===== config.mk =====
export PLATFORM = sky130hd
export DESIGN_NAME = ntt_poly_buffer
export DESIGN_NICKNAME = d
export VERILOG_FILES = /design/src/rtl/ntt_poly_buffer.sv
export SDC_FILE = /design/constraint.sdc
export NUM_CORES = 2
export LEC_CHECK = 0
export CAP_MARGIN = 30
export CORE_MARGIN = 3
export CORE_UTILIZATION = 48
export CTS_BUF_LIST = sky130_fd_sc_hd__clkbuf_4
export CTS_CLUSTER_SIZE = 8
export DETAILED_ROUTE_END_ITERATION = 6
export GPL_TIMING_DRIVEN = 0
export PLACE_DENSITY = 0.69
export REMOVE_ABC_BUFFERS = 1
export SLEW_MARGIN = 15
export SYNTH_ARGS = -nofsm -noshare
export SYNTH_HDL_FRONTEND = slang
export SYNTH_SLANG_ARGS = --single-unit

===== constraint.sdc =====
create_clock -name clk -period 16.6 [get_ports clk]
set_clock_uncertainty 0.2 [all_clocks]
set_input_delay 1.66 -clock clk [delete_from_list [all_inputs] [get_ports clk]]
set_output_delay 1.66 -clock clk [all_outputs]
set_load 0.05 [all_outputs]

===== src/rtl/ntt_poly_buffer.sv =====
// rtl/ntt_poly_buffer.sv - source/destination polynomial buffers serving an NTT core
module ntt_poly_buffer #(
    parameter int              LOGQ       = 64,
    parameter int              LOGN       = 4,
    parameter logic [LOGQ-1:0] Q          = 64'd18446744069414584321,
    parameter int              DELAY_BRAM = 1,
    localparam int             AW         = ((LOGN < 9) ? 9 : LOGN) + 1
) (
    input  logic            clk,
    input  logic            rst,

    input  logic            in_valid,
    output logic            in_ready,
    input  logic [LOGQ-1:0] in_data,

    output logic            out_valid,
    input  logic            out_ready,
    output logic [LOGQ-1:0] out_data,
    output logic            out_last,

    output logic            busy,

    output logic [LOGQ-1:0] q,
    output logic            ntt_start,
    input  logic [AW-1:0]   ntt_read_address,
    output logic [LOGQ-1:0] ntt_data_in,
    input  logic [AW-1:0]   ntt_write_address,
    input  logic            ntt_wea,
    input  logic [LOGQ-1:0] ntt_data_out,
    input  logic            ntt_finish
);

    localparam int            N        = 1 << LOGN;
    localparam logic [LOGN:0] LAST_IDX = (LOGN + 1)'(N - 1);
    localparam logic [LOGN:0] N_WORDS  = (LOGN + 1)'(N);

    localparam logic [1:0] ST_LOAD  = 2'd0;
    localparam logic [1:0] ST_RUN   = 2'd1;
    localparam logic [1:0] ST_DRAIN = 2'd2;

    // Separate arrays so the core may write back in place without
    // disturbing source coefficients it has not read yet.
    logic [LOGQ-1:0] src_mem [N];
    logic [LOGQ-1:0] dst_mem [N];

    logic [1:0]      state;
    logic [1:0]      state_nxt;
    logic [LOGN:0]   ld_cnt;
    logic [LOGN:0]   fetch_cnt;
    logic            load_hs;
    logic            out_hs;
    logic            fetch_en;
    logic [LOGQ-1:0] rd_s1;

    // Only the low LOGN address bits select a coefficient.
    logic unused_addr_bits;
    assign unused_addr_bits = ^{ntt_read_address[AW-1:LOGN], ntt_write_address[AW-1:LOGN]};

    assign load_hs  = (state == ST_LOAD) && in_valid && in_ready;
    assign out_hs   = out_valid && out_ready;
    // Refill the output register whenever it is empty or being consumed.
    assign fetch_en = (state == ST_DRAIN) && (fetch_cnt != N_WORDS) && (!out_valid || out_ready);

    // Next-state selection for LOAD -> RUN -> DRAIN -> LOAD.
    always_comb begin
        state_nxt = state;
        case (state)
            ST_LOAD: begin
                if (load_hs && (ld_cnt == LAST_IDX)) begin
                    state_nxt = ST_RUN;
                end
            end
            ST_RUN: begin
                if (ntt_finish) begin
                    state_nxt = ST_DRAIN;
                end
            end
            ST_DRAIN: begin
                if (out_hs && out_last) begin
                    state_nxt = ST_LOAD;
                end
            end
            default: state_nxt = ST_LOAD;
        endcase
    end

    // State, load counter and registered status outputs derived from the next state.
    always_ff @(posedge clk) begin
        if (rst) begin
            state     <= ST_LOAD;
            ld_cnt    <= '0;
            in_ready  <= 1'b0;
            busy      <= 1'b0;
            ntt_start <= 1'b0;
        end else begin
            state     <= state_nxt;
            in_ready  <= (state_nxt == ST_LOAD);
            busy      <= (state_nxt != ST_LOAD);
            ntt_start <= (state_nxt == ST_RUN);
            if (load_hs) begin
                ld_cnt <= (ld_cnt == LAST_IDX) ? '0 : ld_cnt + 1'b1;
            end
        end
    end

    // Host load path into the source buffer.
    always_ff @(posedge clk) begin
        if (!rst && load_hs) begin
            src_mem[ld_cnt[LOGN-1:0]] <= in_data;
        end
    end

    // Core write-back into the destination buffer, accepted only while running.
    always_ff @(posedge clk) begin
        if (!rst && (state == ST_RUN) && ntt_wea) begin
            dst_mem[ntt_write_address[LOGN-1:0]] <= ntt_data_out;
        end
    end

    // First read stage: registered source-buffer read for the core.
    always_ff @(posedge clk) begin
        if (rst) begin
            rd_s1 <= '0;
        end else begin
            rd_s1 <= src_mem[ntt_read_address[LOGN-1:0]];
        end
    end

    generate
        if (DELAY_BRAM == 2) begin : g_rd_two
            logic [LOGQ-1:0] rd_s2;
            // Optional second read stage to mimic an output-registered BRAM.
            always_ff @(posedge clk) begin
                if (rst) begin
                    rd_s2 <= '0;
                end else begin
                    rd_s2 <= rd_s1;
                end
            end
            assign ntt_data_in = rd_s2;
        end else begin : g_rd_one
            assign ntt_data_in = rd_s1;
        end
    endgenerate

    // Result output register: fetches dst in index order and holds under backpressure.
    always_ff @(posedge clk) begin
        if (rst) begin
            out_valid <= 1'b0;
            out_last  <= 1'b0;
            out_data  <= '0;
            fetch_cnt <= '0;
        end else if (fetch_en) begin
            out_data  <= dst_mem[fetch_cnt[LOGN-1:0]];
            out_last  <= (fetch_cnt == LAST_IDX);
            out_valid <= 1'b1;
            fetch_cnt <= fetch_cnt + 1'b1;
        end else if (out_hs) begin
            out_valid <= 1'b0;
            out_last  <= 1'b0;
            if (out_last) begin
                fetch_cnt <= '0;
            end
        end
    end

    // Modulus register toward the core.
    always_ff @(posedge clk) begin
        if (rst) begin
            q <= '0;
        end else begin
            q <= Q;
        end
    end

endmodule

Word-level counts from Yosys, hierarchy flattened

Memory sizes are Yosys's and may differ from the RTL's. A register that Yosys moved wholly into a read port is not among the register bits.
Cells that the tools add are included.

Logic and storage cells: 54
Memories: 2
Register bits: 81
Output and inout port bits: 197
RAM bits: 2048
Input port bits: 154

Add/sub/neg operators: 2
Multiplexer cells: 16
Reduce and logical (&&, ||, !) cells: 19
Eq/ne operators: 6

Memories:

| name    | depth | width | read ports | clocked after memory_dff | write ports | RTL line | RTL |
|---|---|---|---|---|---|---|---|
| dst_mem | 16    | 64    | 1          | 1                        | 1           | 44       | `logic [LOGQ-1:0] dst_mem [N];` |
| src_mem | 16    | 64    | 1          | 1                        | 1           | 43       | `logic [LOGQ-1:0] src_mem [N];` |

Operators by type and width:

| cell                                                                   | count |
|---|---|
| 64-bit two-way mux                                                     | 1 |
| 5-bit two-way mux                                                      | 4 |
| 5-bit by 1-bit adder with 5-bit output (second input constant)         | 2 |
| 5-bit by 4-bit equality test with 1-bit output (second input constant) | 2 |
| 1-bit logical AND                                                      | 10 |
| 1-bit two-way mux                                                      | 7 |
| 2-bit two-way mux                                                      | 3 |
| 2-bit case mux with 3 select lines                                     | 1 |
| 2-bit nonzero test                                                     | 3 |
| 5-bit != test (second input constant)                                  | 1 |
| 2-bit by 1-bit equality test with 1-bit output (second input constant) | 2 |
| 2-bit zero test                                                        | 2 |
| 2-bit equality test (second input constant)                            | 1 |
| 1-bit zero test                                                        | 2 |
| 2-bit AND reduction                                                    | 1 |
| 1-bit logical OR                                                       | 1 |

Depth between registers and ports, before layout

Depth after elaboration: 7
Mapped depth: 12
Mapped depth without buffers: 6

Worst setup path before layout

No wires, ideal clock.

Path type: input-to-reg
Start: in rst
End: mem dst_mem[0][0], enable pin
Arrival time: 6.787 ns
Data required time: 15.835 ns
Buffers on the path: 1
Path slack: 9.047 ns
Setup time: 0.565 ns
Cell stages on the path: 4
Cell sequence: buf_2 nand4bb_1 or3_1 nor3_1

Longest elaborated chain between the ends: 5

RTL lines:

| element                                 | RTL line | RTL |
|---|---|---|
| start: declaration                      | 10       | `input logic rst,` |
| 1-bit zero test                         | 115      | `if (!rst && (state == ST_RUN) && ntt_wea) begin` |
| 1-bit logical AND (2 in a row)          | 115      |  |
| 1-bit two-way mux                       | 115      |  |
| 1-bit two-way mux (implied by the code) | 116      | `dst_mem[ntt_write_address[LOGN-1:0]] <= ntt_data_out;` |
| end: declaration                        | 44       |  |

No other way between the ends.

==> metrics.md <==
| Metric | Value |
|---|---|
| NumNets Final | ~5000 |
| Count leader, synth | edfxtp_1 |
| Top delay family on crit path | buffers and inverters |
| Fin crit period | slightly above 5 ns |
| Final setup viols | 0 |
| H-tree depth | 6 |
| Final design utilization | around 58% |
| Post-CTS setup buffer count | 0 |
| Hold Slack | about 0.28 ns |
| Core Area | approximately 170000 sq um |
| Max incr delay on CP | between 0.9 and 1 ns |
| Post-synthesis mux area share | between 10 and 15% |
| Worst-path clk slew | about 0.070 ns |
| EDFF count, synth | approximately 2000 |
| Hold Crit Class | reg -> reg |
| CTS Buffer Depth | 4 |
| Final setup TNS | 0 ns |
| Hold Buf Count CTS | 0 |
| Vias in the first global route | between 40000 and 50000 |
| Layout cells sized above 1 | between 20% and 30% |
| Dpl hpwl | roughly 120 mm |
| Cts bufs inserted | 570 |
| Synth Area in Adders | 0.106% |
| Slowest-stage cell, CP | clkdlybuf4s50_1 |
| Max-slew violations | 0 |
| Fmax | between 0.15 and 0.2 GHz |
| Initial antenna violation count | 29 |
| Synth cell count leaders | edfxtp_1, mux4_2, mux2i_1, dfxtp_1, nand2_1 |
| Synth top area cells | edfxtp_1, mux4_2, mux2i_1 |
| Synthesis Warnings | 0 |
| Yosys cell types | slightly below 50 |
| Clk Latency, worst-skew pair | roughly 1.3 ns |
| Status | complete, no violations |
| Maximum fanout along the worst path | 33 |
| Worst EP arrival | approximately 3.2 ns |
| Cell Chain, Critical Path | clkdlybuf4s50_1 |
| Mean Syn Cell Area | between 20 and 25 sq um |
| IO Count | around 350 |
| Critical Path RT | roughly 15 ns |
| DR vias/cell | 5.70 |
| Antenna Violating Nets Remaining | 0 |
| Seq/Total Area, Yosys | 78.2% |
| Die H | roughly 420 microns |
| Root cell of the clock tree | clkbuf_4 |
| IO Port Bufs | between 300 and 400 |
| Width of the die | 420 microns |
| Largest family of logic cells by synthesized area | multiplexers |
| Pwr/cell area | around 110 nW/um^2 |
| VDD IR max | between 0.00008 and 0.00009 V |
| Slew @ Worst Pin | 0.948 ns |
| Share of flip-flops with an asynchronous set or reset | 0% |
| Synth Area in Compound Gates | under 10% |
| Global-route usage over all layers | between 20% and 30% |
| Number of max-cap violations | 0 |
| Die ar. | between 150000 and 200000 sq um |
| Leakage | 31.5 nW |
| Drt wl/cell | 26.1 microns |
| Number of remaining DRC errors | 0 |
| Top_reg_cell synth | edfxtp_1 |
| DRT Pass-1 Iters | 6 |
| CTS tree | built |
| Final Hold Fails | 0 |
| Final worst-path cycle share | a little under a third |
| Vias | 43000 |
| DR iter-0 viols | around 3900 |
| Wire length of the first global-routing pass | ~290 mm |
| CP Class | reg -> out |
| Simple-gate share of the synthesized area | 1.86% |
| # resized after CTS | 0 |
| Largest net degree at the start of global routing | a little under 100 |
| XOR/XNOR Fraction of Synth Area | less than 1% |
| RSZ-0062 raised after global routing | no |
| Final GP Congestion | about 0.70 |
| Worst setup SP type | register |
| Leading area contributor after synthesis | edfxtp_1 |
| CP bufs+invs | 1 |
| Synthesis-stage register bit count | about 2200 |
| Row count | approximately 150 |
| Starting Density | 48.5% |
| Post-synth top area share | about three quarters |
| Slew headroom | between 30 and 40% |
| Syn-to-layout area delta | 19.3% |
| Synth Cell Area | approximately 82000 sq um |
| CTS Sinks | between 2000 and 2500 |
| Syn Inst Count | between 4000 and 5000 |
| Crit. End Element | primary output |
| Total wire length | 197 mm |
| GRT overflow | 0 |
## stage by stage
stage	instance area, sq um	instances	power [mW]	setup slack (ns)
after global placement	86700	6297	6.67	-22.77
after global routing	98200	7535	11.6	11.25
final	98300	7545	11.1	11.55
after detailed placement	90900	6521	6.58	10.67
after CTS	98200	7518	11.2	11.35
after floorplan	80800	3772	6.36	1.58
## flip-flops by register name (all words and copies together), names as in the netlist
signal       flops
dst_mem       1024
src_mem       1024
ntt_data_in     64
out_data        64
fetch_cnt        5
ld_cnt           5
state            2
busy             1
in_ready         1
ntt_start        1
out_last         1
out_valid        1
q                1
## placed cells by master, fill, tap and decap left out, types with 83 or more instances in the layout
cell type	instances
a21oi_1	83
a22oi_1	85
clkbuf_4	880
clkdlybuf4s50_1	304
clkinv_1	84
dfxtp_1	142
edfxtp_1	2048
mux2i_1	300
mux4_2	341
nand2_1	138
## routing by layer
layer | vias to the layer above | GRT usage [%] | part of all wire, %
met5 | - | 0 | 0.024
met2 | 1800 | 38.6 | 52
met1 | 22200 | 27.5 | 38
met3 | 396 | 5.25 | 7.1
li1 | 18700 | - | -
met4 | 6 | 8.15 | 2.7
## final cells by class
type / instances / area [sq um]
Multi-Input combinational cell: 1570 / 16600
Sequential cell: 2194 / 64400
Antenna cell: 26 / 65.1
Fill cell: 12500 / 71600
Tap cell: 2218 / 2780
Timing Repair Buffer: 532 / 7020
Clock inverter: 117 / 683
Clock buffer: 880 / 6610
Inverter: 8 / 32.5
## report_power, final
part	internal, mW	switching, mW	leakage (nW)
registers	6.06	0.0101	19.6
clock network	2.54	2.08	4.41
logic	0.139	0.248	7.52
total	8.74	2.34	31.5
## worst paths after layout
path / slack, ns / to / depth (start not counted) / start
max reg2reg: 13.08 / dst_mem[8][58]$_DFFE_PP_ / 9 / state[0]$_SDFF_PP0_
min reg2reg: 0.28 / ld_cnt[4]$_SDFFE_PP0P_ / 1 / ld_cnt[4]$_SDFFE_PP0P_
min: 0.28 / ld_cnt[4]$_SDFFE_PP0P_ / 1 / ld_cnt[4]$_SDFFE_PP0P_
max: 11.55 / q[51] / 1 / q[62]$_DFF_P_
## cells by family after synthesis
family / count (synthesis)
buffers and inverters: 306
multiplexers: 671
AND/OR/NAND/NOR: 332
AO/OA/AOI/OAI: 526
adder cells (fa/ha/maj): 7
flip-flops: 2194
XOR/XNOR: 3
other: 1
No activity file was read; power rests on OpenSTA's default activity.
